==> src/rtl/ggt_pkg.sv <==
// Shared definitions for the binary GCD (ggT) core: FSM state encoding and
// the derived step-counter width.
package ggt_pkg;

    typedef enum logic [1:0] {
        ST_IDLE = 2'd0,
        ST_LOOP = 2'd1,
        ST_DONE = 2'd2
    } state_t;

    // The counter must hold the worst-case number of LOOP cycles, 4*w+2.
    function automatic int ggt_cnt_w(input int w);
        return $clog2(4 * w + 3);
    endfunction

endpackage

==> src/rtl/ggt_step.sv <==
// One combinational step of Stein's binary GCD: reduces (a, b, k) once, or
// flags completion and presents the shifted result.
module ggt_step #(
    parameter int WIDTH = 16,
    parameter int KW    = 4
) (
    input  logic [WIDTH-1:0] a,
    input  logic [WIDTH-1:0] b,
    input  logic [KW-1:0]    k,
    output logic [WIDTH-1:0] a_nxt,
    output logic [WIDTH-1:0] b_nxt,
    output logic [KW-1:0]    k_nxt,
    output logic             fin,
    output logic [WIDTH-1:0] res
);

    always_comb begin
        // NOTE: every output gets a default first so no path can infer a latch.
        a_nxt = a;
        b_nxt = b;
        k_nxt = k;
        fin   = 1'b0;
        res   = '0;
        if (a == '0 || b == '0 || a == b) begin
            // a|b is the non-zero operand, or a itself when both are equal.
            fin = 1'b1;
            res = (a | b) << k;
        end else if (!a[0] && !b[0]) begin
            a_nxt = a >> 1;
            b_nxt = b >> 1;
            k_nxt = k + 1'b1;
        end else if (!a[0]) begin
            a_nxt = a >> 1;
        end else if (!b[0]) begin
            b_nxt = b >> 1;
        end else if (a >= b) begin
            a_nxt = a - b;
        end else begin
            b_nxt = b - a;
        end
    end

endmodule

==> src/rtl/ggt_core.sv <==
// Parametrised binary GCD core: FSM, operand registers and step counter
// around the combinational ggt_step datapath. All outputs are registered.
module ggt_core
    import ggt_pkg::*;
#(
    parameter int WIDTH = 16,
    parameter int CNT_W = ggt_cnt_w(WIDTH)
) (
    input  logic             clk,
    input  logic             rst,
    input  logic             start_i,
    input  logic [WIDTH-1:0] Zahl1_i,
    input  logic [WIDTH-1:0] Zahl2_i,
    output logic [WIDTH-1:0] ergebnis,
    output logic             busy_o,
    output logic             done_o,
    output logic [CNT_W-1:0] zyklen_o
);

    localparam int KW = $clog2(WIDTH);

    state_t           state, state_nxt;
    logic [WIDTH-1:0] a_q, b_q, a_nxt, b_nxt, res;
    logic [KW-1:0]    k_q, k_nxt;
    logic [CNT_W-1:0] cnt_q;
    logic             fin;

    ggt_step #(.WIDTH(WIDTH), .KW(KW)) u_step (
        .a     (a_q),
        .b     (b_q),
        .k     (k_q),
        .a_nxt (a_nxt),
        .b_nxt (b_nxt),
        .k_nxt (k_nxt),
        .fin   (fin),
        .res   (res)
    );

    always_ff @(posedge clk) begin
        // NOTE: sequential state uses non-blocking assignments only.
        if (rst) state <= ST_IDLE;
        else     state <= state_nxt;
    end

    always_comb begin
        state_nxt = state;
        case (state)
            ST_IDLE: if (start_i) state_nxt = ST_LOOP;
            ST_LOOP: if (fin)     state_nxt = ST_DONE;
            ST_DONE:              state_nxt = ST_IDLE;
            default:              state_nxt = ST_IDLE;
        endcase
    end

    always_ff @(posedge clk) begin
        if (rst) begin
            a_q      <= '0;
            b_q      <= '0;
            k_q      <= '0;
            cnt_q    <= '0;
            ergebnis <= '0;
            busy_o   <= 1'b0;
            done_o   <= 1'b0;
            zyklen_o <= '0;
        end else begin
            done_o <= 1'b0;
            case (state)
                ST_IDLE: begin
                    if (start_i) begin
                        a_q    <= Zahl1_i;
                        b_q    <= Zahl2_i;
                        k_q    <= '0;
                        cnt_q  <= '0;
                        busy_o <= 1'b1;
                    end
                end
                ST_LOOP: begin
                    a_q   <= a_nxt;
                    b_q   <= b_nxt;
                    k_q   <= k_nxt;
                    cnt_q <= cnt_q + 1'b1;
                end
                ST_DONE: begin
                    // a/b/k are frozen on the finishing step, so res is still valid here.
                    ergebnis <= res;
                    zyklen_o <= cnt_q;
                    done_o   <= 1'b1;
                    busy_o   <= 1'b0;
                end
                default: ;
            endcase
        end
    end

endmodule

==> config.mk <==
export PLATFORM = sky130hd
export DESIGN_NAME = ggt_core
export DESIGN_NICKNAME = d
export VERILOG_FILES = /design/src/rtl/ggt_pkg.sv /design/src/rtl/ggt_step.sv /design/src/rtl/ggt_core.sv
export SDC_FILE = /design/constraint.sdc
export NUM_CORES = 1
export LEC_CHECK = 0
export ABC_AREA = 1
export ABC_CLOCK_PERIOD_IN_PS = 2900
export CORE_MARGIN = 2
export CORE_UTILIZATION = 65
export CTS_BUF_LIST = sky130_fd_sc_hd__clkbuf_4 sky130_fd_sc_hd__clkbuf_8
export CTS_CLUSTER_SIZE = 40
export DETAILED_ROUTE_END_ITERATION = 16
export DONT_BUFFER_PORTS = 1
export GPL_TIMING_DRIVEN = 0
export PLACE_DENSITY = 0.81
export SLEW_MARGIN = 20
export SYNTH_ARGS = -nofsm -noshare
export SYNTH_HDL_FRONTEND = slang
export SYNTH_SLANG_ARGS = --single-unit
==> constraint.sdc <==
create_clock -name clk -period 2.9 [get_ports clk]
set_input_delay 0.435 -clock clk [delete_from_list [all_inputs] [get_ports clk]]
set_output_delay 0.435 -clock clk [all_outputs]
set_load 0.005 [all_outputs]
---- After elaboration in Yosys (flattened, before gate mapping) ----
Index checks and enable logic that the tools add are counted.
W data, S select, Z words.
cells by class
  $add $sub $neg .......................... 4
  order comparisons ....................... 1
  equality and inequality tests ........... 11
  shift-type cells ........................ 1
  multiplexer cells ....................... 28
  bitwise logic cells ..................... 1
  reductions and logical operators ........ 18
operators by type and width
  operator               count
  $mux W16               13
  $pmux W16 S2           2
  $logic_not A16 Y1      2
  $sub A16 B16 Y16       2
  $eq A16 B16 Y1         1
  $ge A16 B16 Y1         1
  $or A16 B16 Y16        1
  $shl A16 B4 Y16        1
  $pmux W7 S2            1
  $mux W4                3
  $reduce_and A5 Y1      2
  $ne A4 B3 Y1 const B   2
  $pmux W4 S2            1
  $reduce_and A4 Y1      2
  $add A7 B1 Y7 const B  1
  $mux W7                1
  $ne A2 B2 Y1 const B   3
  $reduce_and A2 Y1      3
  $add A4 B1 Y4 const B  1
  $mux W2                2
  $ne A4 B2 Y1 const B   1
  $pmux W2 S2            1
  $reduce_bool A2 Y1     2
  $mux W1                3
  other kinds (10)       12
word-level totals
  register bits ........................... 70
  input port bits ......................... 35
  output and inout port bits .............. 25
  logic and storage cells ................. 75

---- Depth between registers and ports, before layout ----
  word-level depth ........................ 7
  mapped depth ............................ 17
  mapped depth without buffers ............ 16

---- Modules after synthesis ----
Synthesis repeated with hierarchy kept, for this count alone.
unflattened totals
  cell total of the unflattened synthesis .. 1266
  area, all modules ....................... 7133.1 µm²
by module, submodules not included
  module    instances  cells each  area each (µm²)  sequential area each (µm²)
  ggt_step  1          840         4237.8           0.0
  ggt_core  1          426         2895.3           1401.3

---- Least setup slack after synthesis ----
Ideal clock, no wire load.
  path kind ............................... reg-to-reg
  start point ............................. register a_q[0]
  end point ............................... register a_q[10]
  library setup time ...................... 113 ps
  arrival ................................. 2062 ps
  data required time ...................... 2787 ps
  setup slack ............................. 724 ps
  cell stages (with the launch flop) ...... 16
  buffers on the path ..................... 1
  clock period less this slack ............ 2176 ps
  path through ............................ dfxtp_1 > inv_1 > ha_1 > inv_1 > fa_1 > nand2_1 > nand3_1 > nand2_1 > nand2_2 > nand2_4 > nand4_2 > nand3_4 > inv_4 > buf_8 > o21ai_2 > nor2_1
between the ends
  cells in the longest elaborated chain, start to end .. 7
  elaborated cells between the ends (all ways) .. 18
  those cells by class .................... add/sub: 1; order compare: 1; eq/ne: 4; mux: 6; reduce/logical: 6
ends and longest elaborated chain
  element                 RTL line        text
  start, declared         ggt_core.sv:23  logic [WIDTH-1:0] a_q, b_q, a_nxt, b_nxt, res;
  start signal, assigned  ggt_core.sv:70  a_q <= Zahl1_i;
  start signal, assigned  ggt_core.sv:78  a_q <= a_nxt;
  $sub A16 B16 Y16        ggt_step.sv:37  a_nxt = a - b;
  $mux W16                ggt_step.sv:36  end else if (a >= b) begin
  $mux W16                ggt_step.sv:34  end else if (!b[0]) begin
  $mux W16                ggt_step.sv:32  end else if (!a[0]) begin
  $mux W16                ggt_step.sv:28  end else if (!a[0] && !b[0]) begin
  $mux W16                ggt_step.sv:24  if (a == '0 || b == '0 || a == b) begin
  $pmux W16 S2            ggt_core.sv:67  case (state)
Several ways; a longest one is shown, not always the timed one. The select of a mux whose other input is x is not followed.
A chain may end at the register's enable or synchronous reset.

---- Final worst setup path ----
  start point ............................. register a_q[0]
  end point ............................... register a_q[11]
Same word-level chain as after synthesis.

==> flow_summary.json <==
{
  "met3_length_um": 2615,
  "diodes": 0,
  "rows": 35,
  "drt_iter0_markers": 738,
  "p_leak_nw": 2.950,
  "hpwl_um": 16340,
  "ant_nets": 0,
  "synth_edf_count": 0,
  "insertion_delay_ns": 0.37,
  "place_congestion": 1.007,
  "clock.fmax_ghz": 0.3689,
  "dr.max_layer_used": "met4",
  "synth.avg_cell_area_sq_um": 6.467,
  "cts_root_buf": "clkbuf_8",
  "min_from": "Zahl2_i[0]",
  "die_h_um": 101.2,
  "cts_buffers": 9,
  "cts_resized": 0,
  "finalCriticalPeriod_ns": 2.711,
  "maxCapViolations": 0,
  "placed_cell_area_sq_um": 6276,
  "syn-cell-area_sq_um": 6137,
  "setup_slack_ns": 0.1890,
  "cts_tree": "built",
  "viasPerCell": 6.279,
  "final_nets": 1047,
  "min_period_over_period_pct": 93.48,
  "rr_startpoint": "a_q[0]",
  "r2r_cells": 17,
  "grt_first_pass_wirelength_um": 32820,
  "hold_path_depth": 2,
  "syn-num-nets": 1036,
  "seq_power_share_pct": 22.7,
  "fin_worst_skew_ns": 0.02171,
  "path_cells": "inv_1, ha_1, inv_1, fa_1, nand2_1, nand3_1, nand2_1, nand2_2, nand2_4, nand2_4, nand2_2, buf_6, nor2_2, nor2_1, nor2_1, nor2_1, nor2_1",
  "numPortBuffers": 0,
  "fillCellCount": 780,
  "clk_pin_slew_ns": 0.08,
  "min_path_type": "primary input to flip-flop",
  "routedWlPerCell_um": 19.59,
  "async_flop_share_pct": 0,
  "overflow": 0,
  "syn2layout_area_growth_pct": 5.953,
  "antenna_found_initial": 0,
  "clock_path_buffers": 2,
  "start_util_pct": 66.73,
  "cpMaxStageDelayCell": "fa_1",
  "p_clk_share_pct": 18.3,
  "cell_internal_pwr_w": 0.002565,
  "maxSlewViolCount": 0,
  "synth_cells": 949,
  "io_pins": 60,
  "end_kind": "flip-flop",
  "outcome": "finished, final reports clean",
  "rsz0062_at_grt": "false",
  "critical_path_class": "flip-flop to flip-flop",
  "grt_max_degree": 12,
  "die_area_sq_um": 10240,
  "netSwitchingPower_w": 0.002682,
  "setup_tns_ns": 0,
  "met1_length_um": 8328,
  "routed_wl_um": 21060,
  "whs_endpoint": "b_q[0]",
  "path_common_cell": "nor2_1",
  "setup_violations": 0,
  "drc_errors": 0,
  "cts_setup_buffers": 0,
  "dpl_worst_slack_ns": 0.3140,
  "synth_cell_types": 50,
  "cp_max_fo": 10,
  "synth-seq-cells": 70,
  "synth_ff_type": "dfxtp_1",
  "maxSlewHeadroom_pct": 42.29,
  "grt_pass1_vias": 6314,
  "reg2reg_to": "a_q[11]",
  "yosysSeqAreaShare_pct": 22.83,
  "stdcell_area_sq_um": 6502,
  "drive_gt1_share_pct": 10.89,
  "worstPathArrival_ns": 2.94,
  "clock_sinks": 70,
  "cp.required_ns": 3.13,
  "die_x_um": 101.2,
  "htreeDepth": 3,
  "wl_met2_um": 9178,
  "p_per_area_nw_per_um2": 807.0,
  "yosysWarnings": 0,
  "r2r_slack_ns": 0.19,
  "critPathLaunchType": "flip-flop",
  "finalHoldViolations": 0,
  "combPwrFrac_pct": 59.0,
  "tightest_slew_ns": 0.8656,
  "p_sw_share_pct": 51.12,
  "dr.pass1.iters": 6,
  "grt_use_total_pct": 41.72,
  "cpPeakStageDelay_ns": 0.44,
  "ir_worst_vdd_uv": 367.5,
  "cts_hold_buffers": 0,
  "core_sq_um": 9196,
  "via_count": 6750
}
## per-layer routing
layer  GRT usage (%)  up-vias
met5               0        -
met4           20.17        0
met3           9.524       84
met2           64.19      462
met1           55.31     3076
li1                -     3128
## critical path: cells and delay by family (launching register included)
kind,cells,cell delay (ns)
adders and majority gates,2,0.62
buffers and inverters,3,0.46
DFF,1,0.37
and+or+nand+nor,12,1.13
## how the worst max path moves through the flow
stage                      start      end  slack, ns
after global placement    a_q[0]   b_q[1]       0.35
after floorplan           a_q[0]  a_q[10]       0.72
after detailed placement  a_q[0]  a_q[11]       0.31
after CTS                 a_q[0]  a_q[11]       0.27
final                     a_q[0]  a_q[11]       0.19
after global routing      a_q[0]   b_q[1]       0.05
## power by group through the flow
| stage | Sequential (W) | Combinational, W | Clock [W] |
|---|---|---|---|
| after floorplan | 0.00117 | 0.00221 | 0 |
| after global placement | 0.00120 | 0.00291 | 0 |
| after detailed placement | 0.00121 | 0.00296 | 0 |
| after CTS | 0.00119 | 0.00298 | 0.000942 |
| after global routing | 0.00121 | 0.00338 | 0.000978 |
| final | 0.00119 | 0.00310 | 0.000958 |
## layout by cell type, fill, tap and decap left out, types with 5 or more instances in the layout
master / n
inv_1: 105
o31ai_1: 8
o21ai_0: 49
dfxtp_1: 70
nand2_1: 219
nor2_2: 6
ha_1: 50
nor2_4: 7
a21oi_1: 83
clkbuf_1: 21
o21ai_2: 13
nand4_1: 14
inv_2: 9
mux2i_1: 5
clkbuf_8: 11
nand2_4: 6
nor2_1: 96
or2_2: 12
buf_2: 5
o21ai_1: 21
nand3_1: 65
nor3_1: 5
a21oi_2: 11
xor2_1: 12
## area by class of cell
class	instances	area [sq um]	share of cell area, %
plain buffers	35	202.7	3.117
well taps	111	138.9	2.136
multi-input cells	725	4081	62.77
clock inverters	3	67.56	1.039
inverters	119	451.7	6.946
flip-flops and latches	70	1401	21.55
clock buffers	12	158.9	2.444
## cells in the mapped netlist (7+ instances only)
cell type  instances  area (sq um)
nor2_1            96         360.4
o31ai_1            8         60.06
nor2_4             7         78.83
nand2_1          219         822.0
o21ai_0           49         245.2
o21ai_2           13         113.9
a21oi_2           11         96.34
inv_1            105         394.1
dfxtp_1           70          1401
or2_2             12         75.07
o21ai_1           21         105.1
a21oi_1           83         415.4
nand4_1           14         87.58
nand3_1           65         325.3
inv_2              9         33.78
ha_1              50         625.6
clkbuf_1          21         78.83
xor2_1            12         105.1
## flip-flops by register name, summed over array words and instances (netlist names)
register and cells:
done_o 1, state 2, a_q 16, ergebnis 16
b_q 16, cnt_q 7, zyklen_o 7, busy_o 1
k_q 4
## logic make-up (layout without fill, tap and decap cells)
logic type	Yosys count	count (layout)	share of synthesized area, %
simple gates	446	446	32.86
mux	5	5	0.8155
flops	70	70	22.83
compound gates	210	210	20.27
xor+xnor	12	12	1.713
buf+inv	154	169	10.66
fa+ha+maj	52	52	10.85
## through the flow
step | utilization [%] | hold WS (ns) | power, W | cells
6_report | 70.71 | 0.2432 | 0.005247 | 1075
5_1_grt | 70.71 | 0.2520 | 0.005566 | 1075
4_1_cts | 70.71 | 0.2437 | 0.005111 | 1075
3_5_place_dp | 68.24 | 0.4609 | 0.004169 | 1060
3_3_place_gp | 68.24 | 0.4519 | 0.004117 | 1060
2_1_floorplan | - | 0.4367 | 0.003376 | 949
(Power assumes the default switching activity.)
